**src/rtl/juice_vendor.sv**
```systemverilog
// Multi-product vending controller: coin credit, priced selection, vend handshake, unit change return.
// Optional inactivity refund is compiled in with `define JUICE_TIMEOUT_EN.
module juice_vendor #(
  parameter int NUM_PRODUCTS = 2,
  parameter int CREDIT_W = 8,
  parameter logic [NUM_PRODUCTS*CREDIT_W-1:0] PRICE_VEC = {8'd5, 8'd3},
  parameter int TIMEOUT_CYC = 1000,
  localparam int SEL_W = (NUM_PRODUCTS > 1) ? $clog2(NUM_PRODUCTS) : 1
) (
  input  logic                    clk,
  input  logic                    rst_n,
  input  logic                    coin_valid,
  input  logic [CREDIT_W-1:0]     coin_value,
  input  logic                    sel_valid,
  input  logic [SEL_W-1:0]        sel_id,
  input  logic                    cancel,
  input  logic [NUM_PRODUCTS-1:0] sold_out,
  input  logic                    vend_ack,
  output logic                    vend_req,
  output logic [SEL_W-1:0]        vend_id,
  output logic                    change_pulse,
  output logic                    coin_reject,
  output logic                    sel_err,
  output logic [CREDIT_W-1:0]     credit,
  output logic                    busy
);

  localparam int TBL_N = 1 << SEL_W;

  typedef enum logic [1:0] {IDLE, CREDIT, VEND, CHANGE} state_t;

  state_t              state_reg;
  logic [CREDIT_W-1:0] credit_reg;
  logic [SEL_W-1:0]    vend_id_reg;
  logic                vend_req_reg;
  logic                change_pulse_reg;
  logic                coin_reject_reg;
  logic                sel_err_reg;
  logic                busy_reg;

  // Tables are padded to a power of two so any sel_id indexes safely;
  // padding entries read as unavailable.
  logic [CREDIT_W-1:0] price_tbl [TBL_N];
  logic [TBL_N-1:0]    avail;

  genvar gi;
  generate
    for (gi = 0; gi < TBL_N; gi++) begin : g_tbl
      if (gi < NUM_PRODUCTS) begin : g_real
        assign price_tbl[gi] = PRICE_VEC[gi*CREDIT_W +: CREDIT_W];
        assign avail[gi]     = ~sold_out[gi];
      end else begin : g_pad
        assign price_tbl[gi] = '0;
        assign avail[gi]     = 1'b0;
      end
    end
  endgenerate

  logic [CREDIT_W-1:0] sel_price;
  logic                sel_ok;
  logic [CREDIT_W:0]   coin_sum;
  logic                coin_fits;
  logic                timeout_hit;

  assign sel_price = price_tbl[sel_id];
  assign sel_ok    = avail[sel_id] && (credit_reg >= sel_price);
  assign coin_sum  = {1'b0, credit_reg} + {1'b0, coin_value};
  assign coin_fits = ~coin_sum[CREDIT_W];

`ifdef JUICE_TIMEOUT_EN
  localparam int TO_W = $clog2(TIMEOUT_CYC + 1);
  logic [TO_W-1:0] idle_cnt_reg;

  assign timeout_hit = (state_reg == CREDIT) && (idle_cnt_reg == TO_W'(TIMEOUT_CYC - 1));

  // Held at zero outside CREDIT, so every entry to CREDIT starts a fresh count.
  always_ff @(posedge clk or negedge rst_n) begin
    if (!rst_n) begin
      idle_cnt_reg <= '0;
    end else if (state_reg != CREDIT || sel_valid || (coin_valid && coin_fits)) begin
      idle_cnt_reg <= '0;
    end else if (!timeout_hit) begin
      idle_cnt_reg <= idle_cnt_reg + 1'b1;
    end
  end
`else
  logic timeout_unused;
  assign timeout_unused = ^TIMEOUT_CYC;
  assign timeout_hit    = 1'b0;
`endif

  always_ff @(posedge clk or negedge rst_n) begin
    if (!rst_n) begin
      state_reg        <= IDLE;
      credit_reg       <= '0;
      vend_id_reg      <= '0;
      vend_req_reg     <= 1'b0;
      change_pulse_reg <= 1'b0;
      coin_reject_reg  <= 1'b0;
      sel_err_reg      <= 1'b0;
      busy_reg         <= 1'b0;
    end else begin
      coin_reject_reg <= 1'b0;
      sel_err_reg     <= 1'b0;
      case (state_reg)
        IDLE, CREDIT: begin
          if (cancel && state_reg == CREDIT) begin
            state_reg        <= CHANGE;
            change_pulse_reg <= 1'b1;
            busy_reg         <= 1'b1;
            coin_reject_reg  <= coin_valid;
          end else if (sel_valid) begin
            coin_reject_reg <= coin_valid;
            if (state_reg == CREDIT && sel_ok) begin
              credit_reg   <= credit_reg - sel_price;
              vend_id_reg  <= sel_id;
              vend_req_reg <= 1'b1;
              busy_reg     <= 1'b1;
              state_reg    <= VEND;
            end else begin
              sel_err_reg <= 1'b1;
            end
          end else if (timeout_hit) begin
            // Refund in progress; a coin arriving now is handed back.
            state_reg        <= CHANGE;
            change_pulse_reg <= 1'b1;
            busy_reg         <= 1'b1;
            coin_reject_reg  <= coin_valid;
          end else if (coin_valid) begin
            if (coin_fits) begin
              credit_reg <= coin_sum[CREDIT_W-1:0];
              if (coin_sum != '0) state_reg <= CREDIT;
            end else begin
              coin_reject_reg <= 1'b1;
            end
          end
        end
        VEND: begin
          coin_reject_reg <= coin_valid;
          sel_err_reg     <= sel_valid;
          if (vend_ack) begin
            vend_req_reg <= 1'b0;
            if (credit_reg != '0) begin
              state_reg        <= CHANGE;
              change_pulse_reg <= 1'b1;
            end else begin
              state_reg <= IDLE;
              busy_reg  <= 1'b0;
            end
          end
        end
        CHANGE: begin
          coin_reject_reg <= coin_valid;
          sel_err_reg     <= sel_valid;
          if (credit_reg != '0) credit_reg <= credit_reg - 1'b1;
          if (credit_reg <= CREDIT_W'(1)) begin
            state_reg        <= IDLE;
            change_pulse_reg <= 1'b0;
            busy_reg         <= 1'b0;
          end
        end
        default: begin
          state_reg        <= IDLE;
          credit_reg       <= '0;
          vend_req_reg     <= 1'b0;
          change_pulse_reg <= 1'b0;
          busy_reg         <= 1'b0;
        end
      endcase
    end
  end

  assign vend_req     = vend_req_reg;
  assign vend_id      = vend_id_reg;
  assign change_pulse = change_pulse_reg;
  assign coin_reject  = coin_reject_reg;
  assign sel_err      = sel_err_reg;
  assign credit       = credit_reg;
  assign busy         = busy_reg;

endmodule

```
**config.mk**
```make
export PLATFORM = sky130hd
export DESIGN_NAME = juice_vendor
export DESIGN_NICKNAME = d
export VERILOG_FILES = /design/src/rtl/juice_vendor.sv
export SDC_FILE = /design/constraint.sdc
export NUM_CORES = 1
export LEC_CHECK = 0
export BUFFER_PORTS_ARGS = -buffer_cell sky130_fd_sc_hd__buf_4
export CAP_MARGIN = 0
export CELL_PAD_IN_SITES_DETAIL_PLACEMENT = 1
export CELL_PAD_IN_SITES_GLOBAL_PLACEMENT = 2
export CORE_ASPECT_RATIO = 1.1
export CORE_MARGIN = 2
export CORE_UTILIZATION = 34
export CTS_BUF_LIST = sky130_fd_sc_hd__clkbuf_8
export DETAILED_ROUTE_END_ITERATION = 10
export PLACE_DENSITY_LB_ADDON = 0.1
export SLEW_MARGIN = 20
export SYNTH_ARGS = -nofsm -noshare
export SYNTH_HDL_FRONTEND = slang
export SYNTH_SLANG_ARGS = --single-unit
```
**constraint.sdc**
```tcl
create_clock -name clk -period 2.8 [get_ports clk]
set_input_delay 0.56 -clock clk [delete_from_list [all_inputs] [get_ports clk]]
set_output_delay 0.56 -clock clk [all_outputs]
set_load 0.1 [all_outputs]
```
# Word-level counts from Yosys, hierarchy flattened
# Cells that the tools add are included.
word_totals:
  register_bits: 16
  input_bits: 17
  output_inout_bits: 14
  elab_cells: 101
classes:
  n_addsub: 3
  magnitude_cmp: 4
  eq_ne: 21
  muxes: 45
  bitwise: 4
  n_reduce_logical: 16
ops:
  columns: ["op", "count"]
  rows:
  - ["8-bit 2-to-1 mux", 8]
  - ["1-bit 2-to-1 mux", 20]
  - ["2-bit 2-to-1 mux", 9]
  - ["2-bit != test (second input constant)", 9]
  - ["4-bit != test (second input constant)", 4]
  - ["8-bit one-hot mux with 2 select lines", 1]
  - ["3-bit != test (second input constant)", 5]
  - ["6-bit AND reduction", 2]
  - ["5-bit AND reduction", 2]
  - ["8-bit by 8-bit adder with 9-bit output", 1]
  - ["9-bit nonzero test", 1]
  - ["8-bit >= comparator", 1]
  - ["8-bit by 1-bit less-or-equal comparator with 1-bit output (second input constant)", 1]
  - ["4-bit AND reduction", 2]
  - ["8-bit nonzero test", 1]
  - ["8-bit by 1-bit subtractor with 8-bit output (second input constant)", 1]
  - ["8-bit subtractor", 1]
  - ["1-bit one-hot mux with 2 select lines", 3]
  - ["1-bit one-hot mux with 3 select lines", 2]
  - ["2-bit one-hot mux with 3 select lines", 1]
  - ["2-bit == test (second input constant)", 2]
  - ["2-bit nonzero test", 2]
  - ["2-bit OR reduction", 2]
  - ["1-bit logical AND", 3]
  - ["7 further kinds", 9]

# Depth between registers and ports, before layout
# Gate-level depths: netlist (run 1).
depth:
  ltp_word: 11
  mapped_depth: 10
  ltp_nobuf: 9

# Least setup slack after synthesis (run 1)
# OpenSTA, ideal clock, no wires.
synth_timing:
  path_type: "register -> register"
  startpoint: "reg credit_reg[0], in the netlist credit[0]"
  endpoint: "reg state_reg[0]"
  setup_ns: 0.129
  arrival_time_ns: 2.859
  required_ns: 2.671
  setup_slack_ns: -0.189
  path_stages_with_launch: 10
  path_buffers: 0
  synth_period_minus_slack_ns: 2.989
  cell_sequence: "dfrtp_1 ha_1 inv_1 fa_1 nor2b_1 o31a_1 a21oi_1 or4_1 nor2_1 a31oi_1"
synth_between:
  elab_chain_cells: 5
  elab_cells_between_ends: 15
  cone_classes: "1 x add/sub; 2 x order compare; 4 x eq/ne; 3 x mux; 5 x reduce/logical"
synth_lines:
  columns: ["item", "line_no", "source"]
  rows:
  - ["from (decl)", "33", "logic [CREDIT_W-1:0] credit_reg;"]
  - ["from (signal assigned)", "115", "credit_reg <= credit_reg - sel_price;"]
  - ["from (signal assigned)", "131", "credit_reg <= coin_sum[CREDIT_W-1:0];"]
  - ["from (signal assigned)", "155", "if (credit_reg != '0) credit_reg <= credit_reg - 1'b1;"]
  - ["parallel branches: the longest is 5 deep, another holds 8-bit by 8-bit adder with 9-bit output", null, null]
  - ["to (signal assigned)", "108", "state_reg <= CHANGE;"]
  - ["to (signal assigned)", "119", "state_reg <= VEND;"]
  - ["to (signal assigned)", "125", "state_reg <= CHANGE;"]
  - ["to (decl)", "32", "state_t state_reg;"]
# Parallel ways; which one is timed is not known. The select of a mux whose other input is x is not followed.
# A chain may end at the register's enable or synchronous reset.

# Worst setup path after layout (run 1)
# Ends and elaborated chain as after synthesis.

==> results.md, run 1 <==
* FF-to-FF Start: credit[0]
* Slew Viols, Final at 0
* Crit path from: credit[0]
* Die W at 71.33 µm
* Crit start category: register
* Gr usage total at 0.2076
* I/O pin total at 31
* Setup TNS at 0 ns
* Min Tclk post-route at 2.516 ns
* Worst path cell trace: ha_1, inv_1, fa_1, nor2b_1, o31a_1, a21oi_1, or4_1, nor2_1, a31oi_1
* Syn Inst Count at 204
* Clock sinks at 16
* Max_cap viols at 0
* CTS resizes at 0
* Initial Util at 0.3594
* #FFs+latches synth at 16
* Worst Path Max Fanout at 9
* Async set-reset flop share out of synthesis at 1.000
* Commonest non-fill, non-tap cell in the layout: buf_4
* RSZ-0062 raised after global routing: false
* Final Hold Viols at 0
* Die area at 5568 µm²
* Critical Path AT at 2.65 ns
* Initial DRC count at 81
* Kind of end point of the critical path: register
* Worst hold path type: in2async
* Largest net degree at the start of global routing at 18
* Routed wire per std cell at 18.53 µm
* Final Instance Count excl. Fillers at 294
* # nets final at 271
* Core area at 4717 µm²
* Vias after detailed routing at 1696
* Initial antenna violation count at 0
* Slew HR at 0.6659
* ANT nets after route at 0
* Final Cycle Share at 0.8986
* Clock transition at path regs at 0.08 ns
* Slowest-stage cell, CP: or4_1
* Worst-skew pair later-pin latency at 0.26 ns
* End of the critical path: state_reg[0]
* Max incr delay on CP at 0.51 ns
* Area grow syn2layout at 19.93%
* Post-CTS Hold Buffers at 0
* Syn_area_per_cell at 8.311 µm²
* DRC errors left at 0
* Reg-to-reg endpoint: state_reg[0]
* Synth warn at 0
* Netlist cell types at 58
* Max Freq at 397.5 MHz
* Pre-antenna DRT Iters at 4
* Post-synthesis instance area at 1695 µm²
* GR Layer Usage met2 at 0.3472
* Crit path max-delay family: simple AND/OR/NAND/NOR gates
* Buf/Inv on CP at 1
* CTS Buf Count at 3
* EDFF count, synth at 0
* Final Instance Area at 2033 µm²
* Vias per cell at 5.769
* First-pass GRT wire length at 9.156 mm
* Commonest cells after routing, fill and taps aside: buf_4 (38), nand2_1 (22), a21oi_1 (20)
* Layout cells sized above 1 at 0.2605
* Port Buf Inserts at 30
* TritonCTS clock tree: done
* Row Count at 26
* GRT overflow at 0
* Reg2reg setup slack at 0.28 ns
* Max reg flops at 8
* Critical path class: reg2reg
* Post-Route WL at 5.447 mm
* Max clock buf depth at 2
* Status: completed
* Htree depth at 1
* Met3 Use GR at 0.02439
* Area after DPL at 1988 µm²
* RePlAce Congestion at 0.8915
* Clk Tree Root Cell: clkbuf_8
* ANT cells at 0
* Seq/Total Area, Yosys at 0.2362
* Max Clock Skew at 0.007489 ns
* Die Y at 78.06 µm
* Reg2reg path depth at 9
* Dpl cells at 290
* Worst slew pin tran at 0.4978 ns
* Required @ worst endpoint at 2.94 ns
* Most Crowded Layer GR: met2
* Ys flop type: dfrtp_1
* Postcts setup bufs at 0
* Vias in the first global route at 1809
* WP depth at 9
* Global routing usage on met1 at 0.2770
* Final Setup Violations at 0
* Net count after synthesis at 236
* Post-DP HPWL at 4.331 mm
==> final cells by class <==
class / count / area, µm²
Clock buffer: 3 / 41.29
Clock inverter: 1 / 3.754
Fill cell: 597 / 2684
Inverter: 7 / 26.28
Multi-Input combinational cell: 173 / 1204
Sequential cell: 16 / 402.9
Tap cell: 56 / 70.07
Timing Repair Buffer: 38 / 285.3
==> kinds of logic (layout without fill, tap and decap cells) <==
family,Yosys count,in the layout,synth area share
compound gates,77,77,0.2982
flops,16,16,0.2362
xor+xnor,6,6,0.03543
fa+ha+maj,15,15,0.1196
mux,3,3,0.02066
simple gates,72,72,0.2362
buf+inv,15,49,0.05388
==> cell usage after synthesis (3+ instances only) <==
library cell | count | area, µm²
a21oi_1 | 20 | 100.1
inv_1 | 7 | 26.28
xor2_1 | 3 | 26.28
ha_1 | 13 | 162.7
nand3b_1 | 3 | 22.52
dfrtp_1 | 16 | 400.4
nand2_1 | 22 | 82.58
nand2b_1 | 3 | 18.77
o22ai_1 | 3 | 18.77
nand3_1 | 8 | 40.04
nor2b_1 | 3 | 18.77
buf_6 | 4 | 45.04
nor2_1 | 16 | 60.06
o21ai_1 | 10 | 50.05
o21a_1 | 3 | 22.52
o21ai_0 | 14 | 70.07
==> worst reg2reg max path, cell delays in order (launching register included) <==
cell and delay, ns:
dfrtp_2 0.47, ha_1 0.22, inv_1 0.06, fa_1 0.39
nor2b_1 0.17, o31a_1 0.29, a21oi_1 0.11, or4_1 0.51
nor2_1 0.10, a31oi_1 0.08
==> layer usage <==
| layer | routed length [µm] | vias up |
|---|---|---|
| met5 | 0 | - |
| met3 | 192 | 10 |
| li1 | - | 816 |
| met4 | 107 | 0 |
| met2 | 2706 | 43 |
| met1 | 2441 | 827 |
==> worst min-delay path by stage <==
| stage | endpoint | cells past startpoint | startpoint | slack [ns] |
|---|---|---|---|---|
| final | vend_id | 1 | rst_n | 0.16 |
| after global routing | vend_id | 1 | rst_n | 0.17 |
| after CTS | credit[2] | 1 | rst_n | 0.16 |
| after detailed placement | credit[2] | 1 | rst_n | 0.45 |
| after global placement | credit[2] | 1 | rst_n | 0.45 |
| after floorplan | busy | 0 | rst_n | 0.26 |
==> metrics by stage <==
step	setup WS (ns)	hold WS [ns]	utilization
after floorplan	0.06578	0.2644	-
after global placement	0.2420	0.4451	0.4215
after detailed placement	0.1719	0.4504	0.4215
after CTS	0.2899	0.1645	0.4310
after global routing	0.07633	0.1719	0.4310
final	0.2840	0.1640	0.4310
Power of run 1 is left out: the tool's default activity adds up to more than one toggle a clock period on the data nets, which glitch-free logic cannot reach.
==> run 2, diff against run 1 <==
--- a/config.mk
+++ b/config.mk
@@ -5,15 +5,15 @@
 export SDC_FILE = /design/constraint.sdc
 export NUM_CORES = 1
 export LEC_CHECK = 0
-export BUFFER_PORTS_ARGS = -buffer_cell sky130_fd_sc_hd__buf_4
 export CAP_MARGIN = 0
 export CELL_PAD_IN_SITES_DETAIL_PLACEMENT = 1
 export CELL_PAD_IN_SITES_GLOBAL_PLACEMENT = 2
 export CORE_ASPECT_RATIO = 1.1
 export CORE_MARGIN = 2
-export CORE_UTILIZATION = 34
+export CORE_UTILIZATION = 37
 export CTS_BUF_LIST = sky130_fd_sc_hd__clkbuf_8
 export DETAILED_ROUTE_END_ITERATION = 10
+export DONT_BUFFER_PORTS = 1
 export PLACE_DENSITY_LB_ADDON = 0.1
 export SLEW_MARGIN = 20
 export SYNTH_ARGS = -nofsm -noshare
==> results.md, run 2 (synthesized netlist as in run 1, its figures left out) <==
* Vias in the first global route at 1726 (was 1809)
* Htree depth at 1 (unchanged)
* RePlAce Congestion at 0.7903 (was 0.8915)
* Pre-antenna DRT Iters at 4 (unchanged)
* Initial Util at 0.3899 (was 0.3594)
* Max Clock Skew at 0.009721 ns (was 0.007489 ns)
* Clock sinks at 16 (unchanged)
* Largest net degree at the start of global routing at 18 (unchanged)
* Crit start category: register (unchanged)
* Top routing layer in use: met4 (unchanged)
* Post-Route WL at 5.244 mm (was 5.447 mm)
* Initial antenna violation count at 0 (unchanged)
* Min Tclk post-route at 2.569 ns (was 2.516 ns)
* Commonest non-fill, non-tap cell in the layout: nand2_1 (was buf_4)
* Vias per cell at 5.936 (was 5.769)
* Port Buf Inserts at 0 (was 30)
* Routed wire per std cell at 19.71 µm (was 18.53 µm)
* Routed wl met3 at 246 µm (was 192 µm)
* # nets final at 245 (was 271)
* Layout cells sized above 1 at 0.1698 (was 0.2605)
* Max reg flops at 8 (unchanged)
* Die Y at 75.00 µm (was 78.06 µm)
* Worst Path Max Fanout at 7 (was 9)
* Die W at 68.54 µm (was 71.33 µm)
* Max_cap viols at 0 (unchanged)
* Vias after detailed routing at 1579 (was 1696)
* Slew HR at 0.3551 (was 0.6659)
* Final Setup Violations at 0 (unchanged)
* DRC errors left at 0 (unchanged)
* Commonest cells after routing, fill and taps aside: nand2_1 (22), a21oi_1 (20), nor2_1 (16) (was buf_4 (38), nand2_1 (22), a21oi_1 (20))
* Die area at 5140 µm² (was 5568 µm²)
* Max clock buf depth at 2 (unchanged)
* Row Count at 25 (was 26)
* Core area at 4348 µm² (was 4717 µm²)
* ANT cells at 0 (unchanged)
* Gr usage total at 0.2296 (was 0.2076)
* Worst hold path type: in2reg (was in2async)
* First-pass GRT wire length at 8.694 mm (was 9.156 mm)
* TritonCTS clock tree: done (unchanged)
* Status: completed (unchanged)
* Worst-skew pair later-pin latency at 0.26 ns (about the same)
* Area grow syn2layout at 9.004% (was 19.93%)
* RSZ-0062 raised after global routing: false (unchanged)
* Clk Tree Root Cell: clkbuf_8 (unchanged)
* Critical path class: reg2reg (unchanged)
* Critical Path AT at 2.69 ns (was 2.65 ns)
* Worst slew pin tran at 0.9674 ns (was 0.4978 ns)
* CTS Buf Count at 3 (unchanged)
* Final Cycle Share at 0.9177 (was 0.8986)
* M1 WL at 2.276 mm (was 2.441 mm)
* Required @ worst endpoint at 2.92 ns (was 2.94 ns)
* Slew Viols, Final at 0 (unchanged)
* Setup TNS at 0 ns (unchanged)
* Initial DRC count at 55 (was 81)
* Met2 Routed Length at 2.669 mm (was 2.706 mm)
* GRT overflow at 0 (unchanged)
* Post-DP HPWL at 4.185 mm (was 4.331 mm)
* I/O pin total at 31 (unchanged)
* Clock transition at path regs at 0.08 ns (about the same)
* Fill count at 519 (was 597)
* Postcts setup bufs at 0 (unchanged)
* Final Hold Viols at 0 (unchanged)
* Kind of end point of the critical path: register (unchanged)
* Max Freq at 389.2 MHz (was 397.5 MHz)
* ANT nets after route at 0 (unchanged)
[run 2: cell type report]
type | instances | area [µm²] | area share
inverter | 7 | 26.28 | 0.01422
clock buffer | 4 | 55.05 | 0.02979
timing repair buffer | 12 | 92.59 | 0.05010
sequential | 16 | 402.9 | 0.2180
tap | 54 | 67.56 | 0.03656
multi-input combinational | 173 | 1204 | 0.6513
[run 2: routing by layer]
metal | track usage | vias up
met5 | 0 | -
met2 | 0.4060 | 44
met1 | 0.2988 | 762
met4 | 0.05556 | 0
li1 | - | 767
met3 | 0.02093 | 6
[run 2: worst max-delay path, cell delays in order, from the launching register on]
cell,delay (ns)
dfrtp_2,0.46
ha_1,0.21
inv_1,0.06
fa_1,0.39
nor2b_1,0.17
o31a_1,0.32
a21oi_1,0.11
or4_1,0.52
nor2_1,0.10
a31oi_1,0.10
[run 2: metrics by stage]
| stage | utilization | cell area [µm²] | hold slack (ns) | worst slack [ns] | instances |
|---|---|---|---|---|---|
| finish | 0.4250 | 1848 | 0.4317 | 0.2305 | 266 |
| global route | 0.4250 | 1848 | 0.4268 | 0.009224 | 266 |
| CTS | 0.4250 | 1848 | 0.4315 | 0.2261 | 266 |
| detailed placement | 0.4101 | 1783 | 0.2649 | 0.1781 | 261 |
| global placement | 0.4101 | 1783 | 0.2650 | 0.2821 | 261 |
| floorplan | - | 1698 | 0.2644 | 0.06578 | 204 |
[run 2: path summary, 6_finish.rpt]
path	from	end	slack [ns]	depth (start not counted)
worst max-delay path	credit[0]	state_reg[0]	0.23	9
worst min-delay path	sel_valid	sel_err	0.43	1
worst max register to register	credit[0]	state_reg[0]	0.23	9
worst min register to register	credit[1]	credit[1]	0.64	2
max in group asynchronous	rst_n	credit[0]	1.41	1
min in group asynchronous	rst_n	credit[1]	0.84	1
[run 2: timing repair]
action | CTS | global route
hold buffers | 1 | 0
setup endpoints to repair | 0 | 0
resized for setup | 0 | 0
endpoints found under the hold margin | 16 | 0
Power of run 2 is left out for the same reason.
==> run 3, diff against run 2 <==
--- a/config.mk
+++ b/config.mk
@@ -5,12 +5,13 @@
 export SDC_FILE = /design/constraint.sdc
 export NUM_CORES = 1
 export LEC_CHECK = 0
-export CAP_MARGIN = 0
+export ABC_AREA = 1
+export CAP_MARGIN = 10
 export CELL_PAD_IN_SITES_DETAIL_PLACEMENT = 1
 export CELL_PAD_IN_SITES_GLOBAL_PLACEMENT = 2
 export CORE_ASPECT_RATIO = 1.1
 export CORE_MARGIN = 2
-export CORE_UTILIZATION = 37
+export CORE_UTILIZATION = 35
 export CTS_BUF_LIST = sky130_fd_sc_hd__clkbuf_8
 export DETAILED_ROUTE_END_ITERATION = 10
 export DONT_BUFFER_PORTS = 1
==> results.md, run 3 <==
* Row Count at 26 (was 25)
* Layout cells sized above 1 at 0.1068 (was 0.1698)
* Required @ worst endpoint at 2.99 ns (was 2.92 ns)
* Most frequent cell after synthesis: nand2_1 (unchanged)
* Worst hold slack at 0.4382 ns (was 0.4317 ns)
* #FFs+latches synth at 16 (unchanged)
* Vias per cell at 5.086 (was 5.936)
* Port Buf Inserts at 0 (unchanged)
* Max Clock Skew at 0.001801 ns (was 0.009721 ns)
* Worst Path Max Fanout at 7 (unchanged)
* Largest cells by area after synthesis: dfrtp_1 (23%), nand2_1 (18%), ha_1 (9.5%) (was dfrtp_1 (24%), ha_1 (9.6%), a21oi_1 (5.9%))
* Initial Util at 0.3640 (was 0.3899)
* Commonest non-fill, non-tap cell in the layout: nand2_1 (unchanged)
* Kind of end point of the critical path: register (unchanged)
* Syn Inst Count at 269 (was 204)
* Global routing usage on met1 at 0.2502 (was 0.2988)
* Max_cap viols at 0 (unchanged)
* Setup TNS at 0 ns (unchanged)
* Post-synth top cells: nand2_1 (83), inv_1 (36), nor2_1 (27) (was nand2_1 (22), a21oi_1 (20), dfrtp_1 (16), nor2_1 (16), o21ai_0 (14))
* First-pass GRT wire length at 8.638 mm (was 8.694 mm)
* Status: completed (unchanged)
* # nets final at 314 (was 245)
* Clk Tree Root Cell: clkbuf_8 (unchanged)
* Met3 Use GR at 0.02365 (was 0.02093)
* Die W at 70.56 µm (was 68.54 µm)
* Cells on Worst Hold Path at 2 (was 1)
* Seq/Total Area, Yosys at 0.2348 (was 0.2362)
* Area grow syn2layout at 11.15% (was 9.004%)
* Syn_area_per_cell at 6.340 µm² (was 8.311 µm²)
* Gr usage total at 0.2024 (was 0.2296)
* Final Hold Viols at 0 (unchanged)
* Vias in the first global route at 1814 (was 1726)
* RePlAce Congestion at 0.8355 (was 0.7903)
* Critical Path AT at 2.33 ns (was 2.69 ns)
* CTS Buf Count at 3 (unchanged)
* Netlist cell types at 33 (was 58)
* Post-synth top area share at 0.2348 (was 0.2362)
* Critical path class: reg2reg (unchanged)
* GR Layer Usage met2 at 0.3623 (was 0.4060)
* Async set-reset flop share out of synthesis at 1.000 (unchanged)
* Slew Viols, Final at 0 (unchanged)
* GRT overflow at 0 (unchanged)
* RSZ-0062 raised after global routing: false (unchanged)
* ANT nets after route at 0 (unchanged)
* Core area at 4684 µm² (was 4348 µm²)
* ANT cells at 0 (unchanged)
* Ys flop type: dfrtp_1 (unchanged)
* Worst hold path type: in2reg (unchanged)
* Routed wire per std cell at 14.77 µm (was 19.71 µm)
* Largest net degree at the start of global routing at 17 (was 18)
* TritonCTS clock tree: done (unchanged)
* Final Cycle Share at 0.7629 (was 0.9177)
* Synth warn at 0 (unchanged)
* Cell accounting for the most synthesized area: dfrtp_1 (unchanged)
* Clock sinks at 16 (unchanged)
* Post-synthesis instance area at 1705 µm² (was 1695 µm²)
* Pre-antenna DRT Iters at 4 (unchanged)
* Commonest cells after routing, fill and taps aside: nand2_1 (83), inv_1 (36), nor2_1 (27) (was nand2_1 (22), a21oi_1 (20), nor2_1 (16))
* Dpl cells at 332 (was 261)
* Initial DRC count at 17 (was 55)
* Clock transition at path regs at 0.07 ns (was 0.08 ns)
* Final Instance Count excl. Fillers at 337 (was 266)
* Most Crowded Layer GR: met2 (unchanged)
* Vias after detailed routing at 1714 (was 1579)
* Max Freq at 468.1 MHz (was 389.2 MHz)
* Slew HR at 0.3987 (was 0.3551)
* EDFF count, synth at 0 (unchanged)
* Die area at 5448 µm² (was 5140 µm²)
* DRC errors left at 0 (unchanged)
* Max clock buf depth at 2 (unchanged)
* Fill count at 645 (was 519)
* Post-DP HPWL at 4.108 mm (was 4.185 mm)
* Min Tclk post-route at 2.136 ns (was 2.569 ns)
* Reg2reg path depth at 12 (was 9)
* Net count after synthesis at 301 (was 236)
* Worst-skew pair later-pin latency at 0.26 ns (about the same)
* Post-Route WL at 4.979 mm (was 5.244 mm)
* Htree depth at 1 (unchanged)
* Initial antenna violation count at 0 (unchanged)
* Crit start category: register (unchanged)
* I/O pin total at 31 (unchanged)
* Worst slew pin tran at 0.9019 ns (was 0.9674 ns)
* Final Setup Violations at 0 (unchanged)
* Max reg flops at 8 (unchanged)
* Die Y at 77.21 µm (was 75.00 µm)
-- run 3: layout make-up --
| class | count | area [µm²] | area share |
|---|---|---|---|
| tap | 56 | 70.07 | 0.03696 |
| sequential | 16 | 400.4 | 0.2112 |
| inverter | 40 | 155.1 | 0.08185 |
| clock buffer | 4 | 55.05 | 0.02904 |
| timing repair buffer | 9 | 70.07 | 0.03696 |
| multi-input combinational | 212 | 1145 | 0.6040 |
-- run 3: logic make-up after synthesis --
kind of cell	synth area share
buffers and inverters	0.09391
XOR/XNOR	0.02055
adder cells (fa/ha/maj)	0.1189
AND/OR/NAND/NOR	0.4013
AO/OA/AOI/OAI	0.1306
flip-flops	0.2348
-- run 3: timing repair --
item                                    CTS  global route
gates resized for setup                   0             0
endpoints found under the setup margin    0             0
hold buffers                              1             0
setup buffers                             0             0
endpoints found under the hold margin    16             0
-- run 3: final timing paths --
| path | start | to | slack, ns |
|---|---|---|---|
| worst max-delay path | credit[0] | change_pulse | 0.66 |
| worst min-delay path | coin_valid | coin_reject | 0.44 |
| worst max register to register | credit[0] | change_pulse | 0.66 |
| worst min register to register | credit[7] | credit[7] | 0.59 |
| max in group asynchronous | rst_n | credit[5] | 1.46 |
| min in group asynchronous | rst_n | vend_id | 0.84 |
-- run 3: stage by stage --
step,setup slack (ns),utilization,instance area [µm²]
2_1_floorplan,0.1294,-,1705
3_3_place_gp,0.5775,0.3908,1831
3_5_place_dp,0.5322,0.3908,1831
4_1_cts,0.6532,0.4046,1896
5_1_grt,0.4653,0.4046,1896
6_report,0.6638,0.4046,1896
-- run 3: worst max-delay path, cell delays in order (launching register included) --
cell and delay, ns:
dfrtp_1 0.41, buf_4 0.35, inv_1 0.11, ha_1 0.25, nand2_2 0.13, nor2_1 0.06, inv_1 0.10, nand2_2 0.07
o21bai_2 0.17, inv_1 0.09, o211ai_1 0.14, nand2_1 0.08, o21ai_1 0.10
-- run 3: metal layers --
metal  wire length [µm]  share of wire  vias to the layer above
li1                   -              -                      896
met1               2193           0.44                      790
met2               2568           0.52                       21
met3                134          0.027                        7
met4                 82          0.016                        0
met5                  0              0                        -
Power of run 3 is left out for the same reason.
